<file path="src/rtl/mem_arbiter.sv">
// mem_arbiter: shares one pipelined main memory between the I-side fetch-miss
// requester and the D-side load-miss/store requester of the 5-stage CPU.
// Misses are serviced as WORDS-word block fills and stores as single-word
// writes. A one-cycle done pulse goes to the granted side when the transaction
// completes. When both sides request at once, the grant alternates.
//
// Ports:
//   clk, rst                    clock (rising edge), async active-high reset
//   i_req, i_addr               I-side fill request (level) and miss byte address
//   i_fill_valid/idx/data       I-side fill word stream
//   i_done                      I-side completion pulse
//   d_req, d_wr, d_addr,        D-side request (level), write select
//   d_wdata                     (sampled at grant), byte address, write data
//   d_fill_valid/idx/data       D-side fill word stream
//   d_done                      D-side completion pulse
//   mem_enable, mem_wr,         memory command: access strobe, write select,
//   mem_addr, mem_data_out      byte address (bit0 = 0), write data
//   mem_data_in, mem_data_valid memory read return (in order, fixed latency)
//   busy                        a transaction is in progress
module mem_arbiter #(
  parameter int unsigned WORDS  = 8,
  parameter int unsigned ADDR_W = 16
) (
  input  logic                       clk,
  input  logic                       rst,
  input  logic                       i_req,
  input  logic [ADDR_W-1:0]          i_addr,
  output logic                       i_fill_valid,
  output logic [$clog2(WORDS)-1:0]   i_fill_idx,
  output logic [15:0]                i_fill_data,
  output logic                       i_done,
  input  logic                       d_req,
  input  logic                       d_wr,
  input  logic [ADDR_W-1:0]          d_addr,
  input  logic [15:0]                d_wdata,
  output logic                       d_fill_valid,
  output logic [$clog2(WORDS)-1:0]   d_fill_idx,
  output logic [15:0]                d_fill_data,
  output logic                       d_done,
  output logic                       mem_enable,
  output logic                       mem_wr,
  output logic [ADDR_W-1:0]          mem_addr,
  output logic [15:0]                mem_data_out,
  input  logic [15:0]                mem_data_in,
  input  logic                       mem_data_valid,
  output logic                       busy
);

  localparam int unsigned IDX_W = $clog2(WORDS);
  localparam int unsigned CNT_W = IDX_W + 1;
  localparam logic [CNT_W-1:0]  WORDS_C   = CNT_W'(WORDS);
  localparam logic [CNT_W-1:0]  LAST_C    = CNT_W'(WORDS - 1);
  localparam logic [ADDR_W-1:0] BLK_MASK  = ADDR_W'(2 * WORDS - 1);

  typedef enum logic [1:0] {IDLE, FILL, WRITE, DONE} state_t;

  state_t              state, state_nx;
  logic                side_q;      // 1 = D-side owns the current transaction
  logic                last_d_q;    // 1 = most recent completed grant was D
  logic [ADDR_W-1:0]   addr_q;
  logic [15:0]         wdata_q;
  logic [CNT_W-1:0]    k_q;         // fill issue count
  logic [CNT_W-1:0]    r_q;         // fill return count
  logic                grant;
  logic                grant_d;
  logic [ADDR_W-1:0]   base;

  // D wins when alone, or on a tie when I was served last.
  assign grant   = i_req | d_req;
  assign grant_d = d_req & (~i_req | ~last_d_q);
  assign base    = addr_q & ~BLK_MASK;

  always_ff @(posedge clk or posedge rst) begin
    if (rst) begin
      state    <= IDLE;
      side_q   <= 1'b0;
      last_d_q <= 1'b0;
      addr_q   <= '0;
      wdata_q  <= '0;
      k_q      <= '0;
      r_q      <= '0;
    end else begin
      state <= state_nx;
      case (state)
        IDLE: begin
          if (grant) begin
            side_q  <= grant_d;
            addr_q  <= grant_d ? d_addr : i_addr;
            wdata_q <= d_wdata;
            k_q     <= '0;
            r_q     <= '0;
          end
        end
        FILL: begin
          if (k_q != WORDS_C) k_q <= k_q + 1'b1;
          if (mem_data_valid) r_q <= r_q + 1'b1;
        end
        DONE: last_d_q <= side_q;
        default: ;
      endcase
    end
  end

  always_comb begin
    state_nx     = state;
    i_fill_valid = 1'b0;
    i_fill_idx   = '0;
    i_fill_data  = '0;
    i_done       = 1'b0;
    d_fill_valid = 1'b0;
    d_fill_idx   = '0;
    d_fill_data  = '0;
    d_done       = 1'b0;
    mem_enable   = 1'b0;
    mem_wr       = 1'b0;
    mem_addr     = '0;
    mem_data_out = '0;
    busy         = (state != IDLE);
    case (state)
      IDLE: begin
        if (grant) state_nx = (grant_d && d_wr) ? WRITE : FILL;
      end
      FILL: begin
        if (k_q != WORDS_C) begin
          mem_enable = 1'b1;
          mem_addr   = base + ADDR_W'({k_q, 1'b0});
        end
        if (mem_data_valid) begin
          // Fill data is gated by valid so every output is 0 outside a return.
          if (side_q) begin
            d_fill_valid = 1'b1;
            d_fill_idx   = r_q[IDX_W-1:0];
            d_fill_data  = mem_data_in;
          end else begin
            i_fill_valid = 1'b1;
            i_fill_idx   = r_q[IDX_W-1:0];
            i_fill_data  = mem_data_in;
          end
          if (r_q == LAST_C) state_nx = DONE;
        end
      end
      WRITE: begin
        mem_enable   = 1'b1;
        mem_wr       = 1'b1;
        mem_addr     = {addr_q[ADDR_W-1:1], 1'b0};
        mem_data_out = wdata_q;
        state_nx     = DONE;
      end
      DONE: begin
        if (side_q) d_done = 1'b1;
        else        i_done = 1'b1;
        state_nx = IDLE;
      end
      default: state_nx = IDLE;
    endcase
  end

endmodule

</file>
<file path="config.mk">
export PLATFORM = sky130hd
export DESIGN_NAME = mem_arbiter
export DESIGN_NICKNAME = d
export VERILOG_FILES = /design/src/rtl/mem_arbiter.sv
export SDC_FILE = /design/constraint.sdc
export NUM_CORES = 1
export LEC_CHECK = 0
export ABC_AREA = 1
export ABC_CLOCK_PERIOD_IN_PS = 2540
export CORE_MARGIN = 2
export CORE_UTILIZATION = 50
export CTS_BUF_LIST = sky130_fd_sc_hd__clkbuf_4
export CTS_CLUSTER_DIAMETER = 120
export CTS_CLUSTER_SIZE = 14
export DETAILED_ROUTE_END_ITERATION = 10
export DONT_BUFFER_PORTS = 1
export GPL_ROUTABILITY_DRIVEN = 0
export GPL_TIMING_DRIVEN = 0
export PLACE_DENSITY = 0.68
export SLEW_MARGIN = 20
export SYNTH_ARGS = -nofsm -noshare
export SYNTH_HDL_FRONTEND = slang
export SYNTH_SLANG_ARGS = --single-unit
</file>
<file path="constraint.sdc">
create_clock -name clk -period 2.54 [get_ports clk]
set_input_delay 0.762 -clock clk [delete_from_list [all_inputs] [get_ports clk]]
set_output_delay 0.762 -clock clk [all_outputs]
set_load 0.1 [all_outputs]
</file>
==> out/summary.txt, run 1 <==
Status: finished with violations
Failing checks: setup timing
RSZ-0062 raised after global routing: yes
Worst Path Required: 1.78 ns
Synth async-reset ratio: 1.00
Clock transition at the registers of the reported paths: 0.14 ns
Fin crit share: 1.26
Yosys reg bits: 43
Routed via count: 2943
Crit-path max FO: 5
Die width: 80.0 µm
Worst Slack Setup Final: -0.650 ns
Critical path type: flip-flop to output port
DR iter-0 viols: 191
GRT Total Usage: 0.274
Tmin final: 3.19 ns
DRT Wirelength: 8720 µm
Largest net degree at the start of global routing: 24
Cells after DPL: 513
Crit Reg-Reg Startpoint: state[0]$_DFFE_PP0P_
Final ANT Viol Nets: 0
Antenna fix cells: 0
Slew headroom: 0.516
CP peak stage delay: 0.56 ns
Yosys warning count: 0
Cell family with most CP delay: simple AND/OR/NAND/NOR gates
Startpoint types: flip-flop
Dpl hpwl: 6240 µm
Count leader, synth: nand2_1
Layout Area Growth over Synthesis: 45.5%
Hold-fix buffers, CTS: 0
Post-route insts no fill: 549
R2R depth: 8
Initial Util: 0.522
Netlist cell types: 30
Post-synth net total: 520
DP Area: 3610 µm²
Post-Syn Area: 2890 µm²
Final setup fails: 72
Rows: 27
End point of the critical path: i_fill_data[8]
Core Area: 5540 µm²
CP dominant cell by count: nor2_4
Share of layout cells above drive strength 1: 0.405
Inserted Clock Buffers: 5
Top cells by area, synth: dfrtp_1 (37%), nand2_1 (17%), nor2_1 (8.6%)
Start point of the critical path: state[1]$_DFFE_PP0P_
HP Class: input port to async pin
Routed vias/inst: 5.36
Root Buffer: clkbuf_4
Chip height: 80.0 µm
Register area share after synthesis: 0.372
H-tree level count: 2
Final setup TNS: -37.39 ns
TritonCTS clock tree: done
Port Buf Inserts: 0
Syn Area/Cell: 6.57 µm²
Die ar.: 6400 µm²
# IOs: 147
Final Hold Fails: 0
Routed len/inst: 15.9 µm
Synth Flop Type: dfrtp_1
Largest area contributor in the netlist: dfrtp_1
Buf+Inv Stages, Crit Path: 3
Initial antenna violation count: 0
Critical Path, Cell by Cell: inv_2 -> ha_4 -> nand2_8 -> nor2_4 -> inv_8 -> buf_12 -> nor2_4
Post-route DRC: 0
WP depth: 7
Post-synth EDFFs: 0
GR Overflow Total: 0
Clock Latency Late Sink: 0.36 ns
Total of max-cap violations: 0
Commonest cells post-synth: nand2_1 (130), nor2_1 (66), inv_1 (63), dfrtp_1 (43), o21ai_0 (30)
Post-synth top area share: 0.372
Max Slew Vio Count: 0
Slowest CP cell: nor2_4
CTS sink cnt: 43
First-pass GRT wire length: 13700 µm
FF-to-FF End: state[0]$_DFFE_PP0P_
Fin area: 4210 µm²
Clock Skew: 0.00895 ns
Clk buf depth: 2
Worst slew pin tran: 0.724 ns
Crit path DAT: 2.43 ns
Crit. End Element: output port
R2r setup slk: 0.72 ns
Final nets: 556
Max Clk Rate: 0.313 GHz
Drt first pass iters: 4
Post-Synthesis Cells: 440
Vias in the first global route: 2792
==> kinds of logic (layout without fill, tap and decap cells) <==
logic type	Yosys count	count (layout)	synth area share
AND/OR/NAND/NOR	226	226	0.317
other	1	1	0.00130
buffers and inverters	87	124	0.129
AO/OA/AOI/OAI	72	72	0.133
adder cells (fa/ha/maj)	10	10	0.0433
XOR/XNOR	1	1	0.00303
flip-flops	43	43	0.372
==> metrics by stage <==
stage / hold WS, ns / util / setup WS, ns
after global placement: 0.462 / 0.647 / -0.518
after detailed placement: 0.465 / 0.652 / -0.533
after floorplan: 0.449 / - / -0.475
after CTS: 0.294 / 0.744 / -0.654
final: 0.295 / 0.759 / -0.650
after global routing: 0.302 / 0.759 / -0.725
==> sequential cells by signal, indices dropped and copies added (netlist names) <==
name      count
addr_q       15
k_q           4
last_d_q      1
r_q           4
side_q        1
state         2
wdata_q      16
==> per-layer routing <==
metal	up-vias	track usage	wire length, µm
li1	1430	-	-
met1	1382	0.366	3660
met2	127	0.469	4360
met3	4	0.0588	665
met4	0	0.0373	29
met5	-	0	0
==> cells in the final DEF, fill, tap and decap left out, types with 5 or more instances in the layout <==
cell type | synthesis | final
ha_4 | 0 | 5
nand2_2 | 2 | 34
inv_2 | 6 | 7
dfrtp_1 | 43 | 42
nor2_4 | 1 | 43
inv_1 | 63 | 39
o21ai_1 | 12 | 16
a21oi_4 | 1 | 14
nor2_1 | 66 | 24
nand2_1 | 130 | 96
nand3_1 | 17 | 16
buf_4 | 2 | 20
buf_8 | 0 | 6
clkbuf_4 | 0 | 5
o21ai_0 | 30 | 26
buf_6 | 4 | 7
clkinvlp_4 | 0 | 20
a21oi_1 | 20 | 6
o22ai_1 | 8 | 8
==> worst min-delay path by stage <==
stage	cells after the start	end	start	slack [ns]
after global routing	1	wdata_q[12]$_DFFE_PP0P_	rst	0.30
final	1	wdata_q[12]$_DFFE_PP0P_	rst	0.30
after detailed placement	2	wdata_q[6]$_DFFE_PP0P_	wdata_q[6]$_DFFE_PP0P_	0.46
after floorplan	2	wdata_q[10]$_DFFE_PP0P_	wdata_q[10]$_DFFE_PP0P_	0.45
after CTS	1	wdata_q[12]$_DFFE_PP0P_	rst	0.29
after global placement	2	wdata_q[10]$_DFFE_PP0P_	wdata_q[10]$_DFFE_PP0P_	0.46
==> area by class of cell <==
type	count	area, µm²
multi-input cells	310	2080
fillers	448	1340
flip-flops and latches	43	1080
inverters	70	369
repair buffers	29	324
plain buffers	17	204
well taps	72	90.1
clock buffers	5	37.5
clock inverters	3	23.8
==> what timing repair did <==
action | 4_1_cts | 5_1_grt
gates cloned | 4 | 0
endpoints found under the setup margin | 74 | 73
setup buffers | 20 | 5
resized for setup | 65 | 23
pin swaps | 27 | 17
Power of run 1 is not shown: default switching activity piles up to over one toggle a cycle in this logic, so the estimate is an artifact.
==> inputs of run 2 (changes only) <==
--- a/config.mk
+++ b/config.mk
@@ -8,7 +8,7 @@
 export ABC_AREA = 1
 export ABC_CLOCK_PERIOD_IN_PS = 2540
 export CORE_MARGIN = 2
-export CORE_UTILIZATION = 50
+export CORE_UTILIZATION = 55
 export CTS_BUF_LIST = sky130_fd_sc_hd__clkbuf_4
 export CTS_CLUSTER_DIAMETER = 120
 export CTS_CLUSTER_SIZE = 14
@@ -16,7 +16,7 @@
 export DONT_BUFFER_PORTS = 1
 export GPL_ROUTABILITY_DRIVEN = 0
 export GPL_TIMING_DRIVEN = 0
-export PLACE_DENSITY = 0.68
+export PLACE_DENSITY = 0.73
 export SLEW_MARGIN = 20
 export SYNTH_ARGS = -nofsm -noshare
 export SYNTH_HDL_FRONTEND = slang
==> run 2 against run 1 <==
The run still ends with setup timing left; clock skew up 0.0050 ns; count of clock-buffer cells in the layout unchanged; die area down 8.7%; non-clock buffer count rose by 3; critical path type unchanged.
==> out/summary.txt, run 2 (synthesis gave the netlist of run 1 again) <==
RSZ-0062 raised after global routing: yes
Clock Skew: 0.0139 ns (+0.00498 ns)
Clk buf depth: 2 (unchanged)
Chip height: 76.5 µm (-4.4%)
Dpl hpwl: 6010 µm (-3.6%)
Largest regs: wdata_q (16), addr_q (15)
Crit path DAT: 2.44 ns (about the same)
Clock Latency Late Sink: 0.38 ns (+0.02 ns)
Status: finished with violations
GRT Total Usage: 0.311 (+0.0363)
DR iter-0 viols: 198 (+3.7%)
Post-route DRC: 0 (unchanged)
Die width: 76.5 µm (-4.4%)
Inserted Clock Buffers: 5 (unchanged)
Failing checks: setup timing
Share of layout cells above drive strength 1: 0.410 (+0.00580)
# IOs: 147 (unchanged)
Most frequent cells in the layout: nand2_1 (97), nor2_4 (44), dfrtp_1 (40), inv_1 (38), nand2_2 (29)
Initial antenna violation count: 1 (+1)
Biggest register: wdata_q
Startpoint types: flip-flop
Hold-fix buffers, CTS: 0 (unchanged)
Crit. End Element: output port
Clock transition at the registers of the reported paths: 0.13 ns (about the same)
DP Area: 3600 µm² (-0.28%)
Crit Reg-Reg Startpoint: state[0]$_DFFE_PP0P_
Commonest non-fill, non-tap cell in the layout: nand2_1
Slowest CP cell: nor2_4
Start point of the critical path: state[1]$_DFFE_PP0P_
Port Buf Inserts: 0 (unchanged)
Root Buffer: clkbuf_4
CP dominant cell by count: nor2_4
CTS sink cnt: 43 (unchanged)
Final Hold Fails: 0 (unchanged)
Crit-path max FO: 5 (unchanged)
Fin crit share: 1.26 (+0.00613)
HP Class: input port to async pin
TritonCTS clock tree: done
Max FFs per register: 16 (unchanged)
Max Slew Vio Count: 0 (unchanged)
Vias in the first global route: 2970 (+6.4%)
Final setup TNS: -38.02 ns (-0.634 ns)
Worst slew pin tran: 0.724 ns (-0.00000840 ns)
Routed len/inst: 16.2 µm (+2.0%)
Routed vias/inst: 5.53 (+3.2%)
CP peak stage delay: 0.56 ns (about the same)
Critical Path, Cell by Cell: inv_2 -> ha_4 -> nand2_8 -> nor2_4 -> inv_8 -> buf_16 -> nor2_4
Fillers: 314 (-30%)
Worst Slack Setup Final: -0.666 ns (-0.0156 ns)
Worst Path Required: 1.78 ns (about the same)
Initial Util: 0.570 (+0.0478)
Total of max-cap violations: 0 (unchanged)
Critical path type: flip-flop to output port
Final nets: 559 (+0.54%)
Fin area: 4270 µm² (+1.5%)
Worst Hold Slack: 0.219 ns (-0.0758 ns)
Core Area: 5070 µm² (-8.4%)
Drt first pass iters: 5 (+1)
Layout Area Growth over Synthesis: 47.7%
Tmin final: 3.21 ns (+0.0156 ns)
Slew headroom: 0.516 (about the same)
H-tree level count: 2 (unchanged)
R2r setup slk: 0.73 ns (about the same)
GR Overflow Total: 0 (unchanged)
Routed via count: 3048 (+3.6%)
Rows: 26 (-3.7%)
DRT Wirelength: 8920 µm (+2.4%)
First-pass GRT wire length: 14600 µm (+6.6%)
Die ar.: 5850 µm² (-8.7%)
Max Clk Rate: 0.312 GHz (-0.49%)
Largest net degree at the start of global routing: 29 (+21%)
Final ANT Viol Nets: 0 (unchanged)
Final setup fails: 71 (-1.4%)
## run 2: stage by stage
stage | std cells | util | setup slack [ns]
floorplan | 440 | - | -0.475
global placement | 510 | 0.706 | -0.514
detailed placement | 511 | 0.710 | -0.525
CTS | 547 | 0.826 | -0.629
global route | 551 | 0.841 | -0.722
finish | 551 | 0.841 | -0.666
## run 2: worst max-delay path: cells and delay by family (launching register included)
kind                       cells  cell delay [ns]
adders and majority gates      1             0.16
and+or+nand+nor                3             1.12
buffers and inverters          3             0.36
DFF                            1             0.42
## run 2: layer usage
| metal | part of all wire | up-vias | global-route usage |
|---|---|---|---|
| met5 | 0 | - | 0 |
| met1 | 0.40 | 1459 | 0.395 |
| met4 | 0.013 | 0 | 0.0600 |
| met2 | 0.52 | 140 | 0.550 |
| met3 | 0.064 | 12 | 0.0640 |
| li1 | - | 1437 | - |
## run 2: area by class of cell
| cell class | count | area [µm²] | area share |
|---|---|---|---|
| multi-input combinational | 310 | 2120 | 0.496 |
| sequential | 43 | 1080 | 0.253 |
| inverter | 70 | 378 | 0.0885 |
| timing repair buffer | 32 | 340 | 0.0797 |
| buffer | 17 | 204 | 0.0478 |
| tap | 70 | 87.6 | 0.0205 |
| clock buffer | 5 | 37.5 | 0.00879 |
| clock inverter | 3 | 20.0 | 0.00469 |
| antenna | 1 | 2.50 | 0.000586 |
## run 2: timing repair
action,4_1_cts,5_1_grt
gates cloned,5,0
endpoints found under the setup margin,74,73
resized for setup,81,18
buffers inserted,23,4
pin swaps,29,11
## run 2: worst paths after layout
check	end	depth (start not counted)
max reg2reg	state[0]$_DFFE_PP0P_	8
max in group asynchronous	addr_q[5]$_DFFE_PP0P_	2
min reg2reg	wdata_q[6]$_DFFE_PP0P_	2
min	r_q[1]$_DFFE_PP0P_	1
max	i_fill_idx[0]	7
min in group clk	wdata_q[12]$_DFFE_PP0P_	2
Power of run 2 is left out for the same reason.
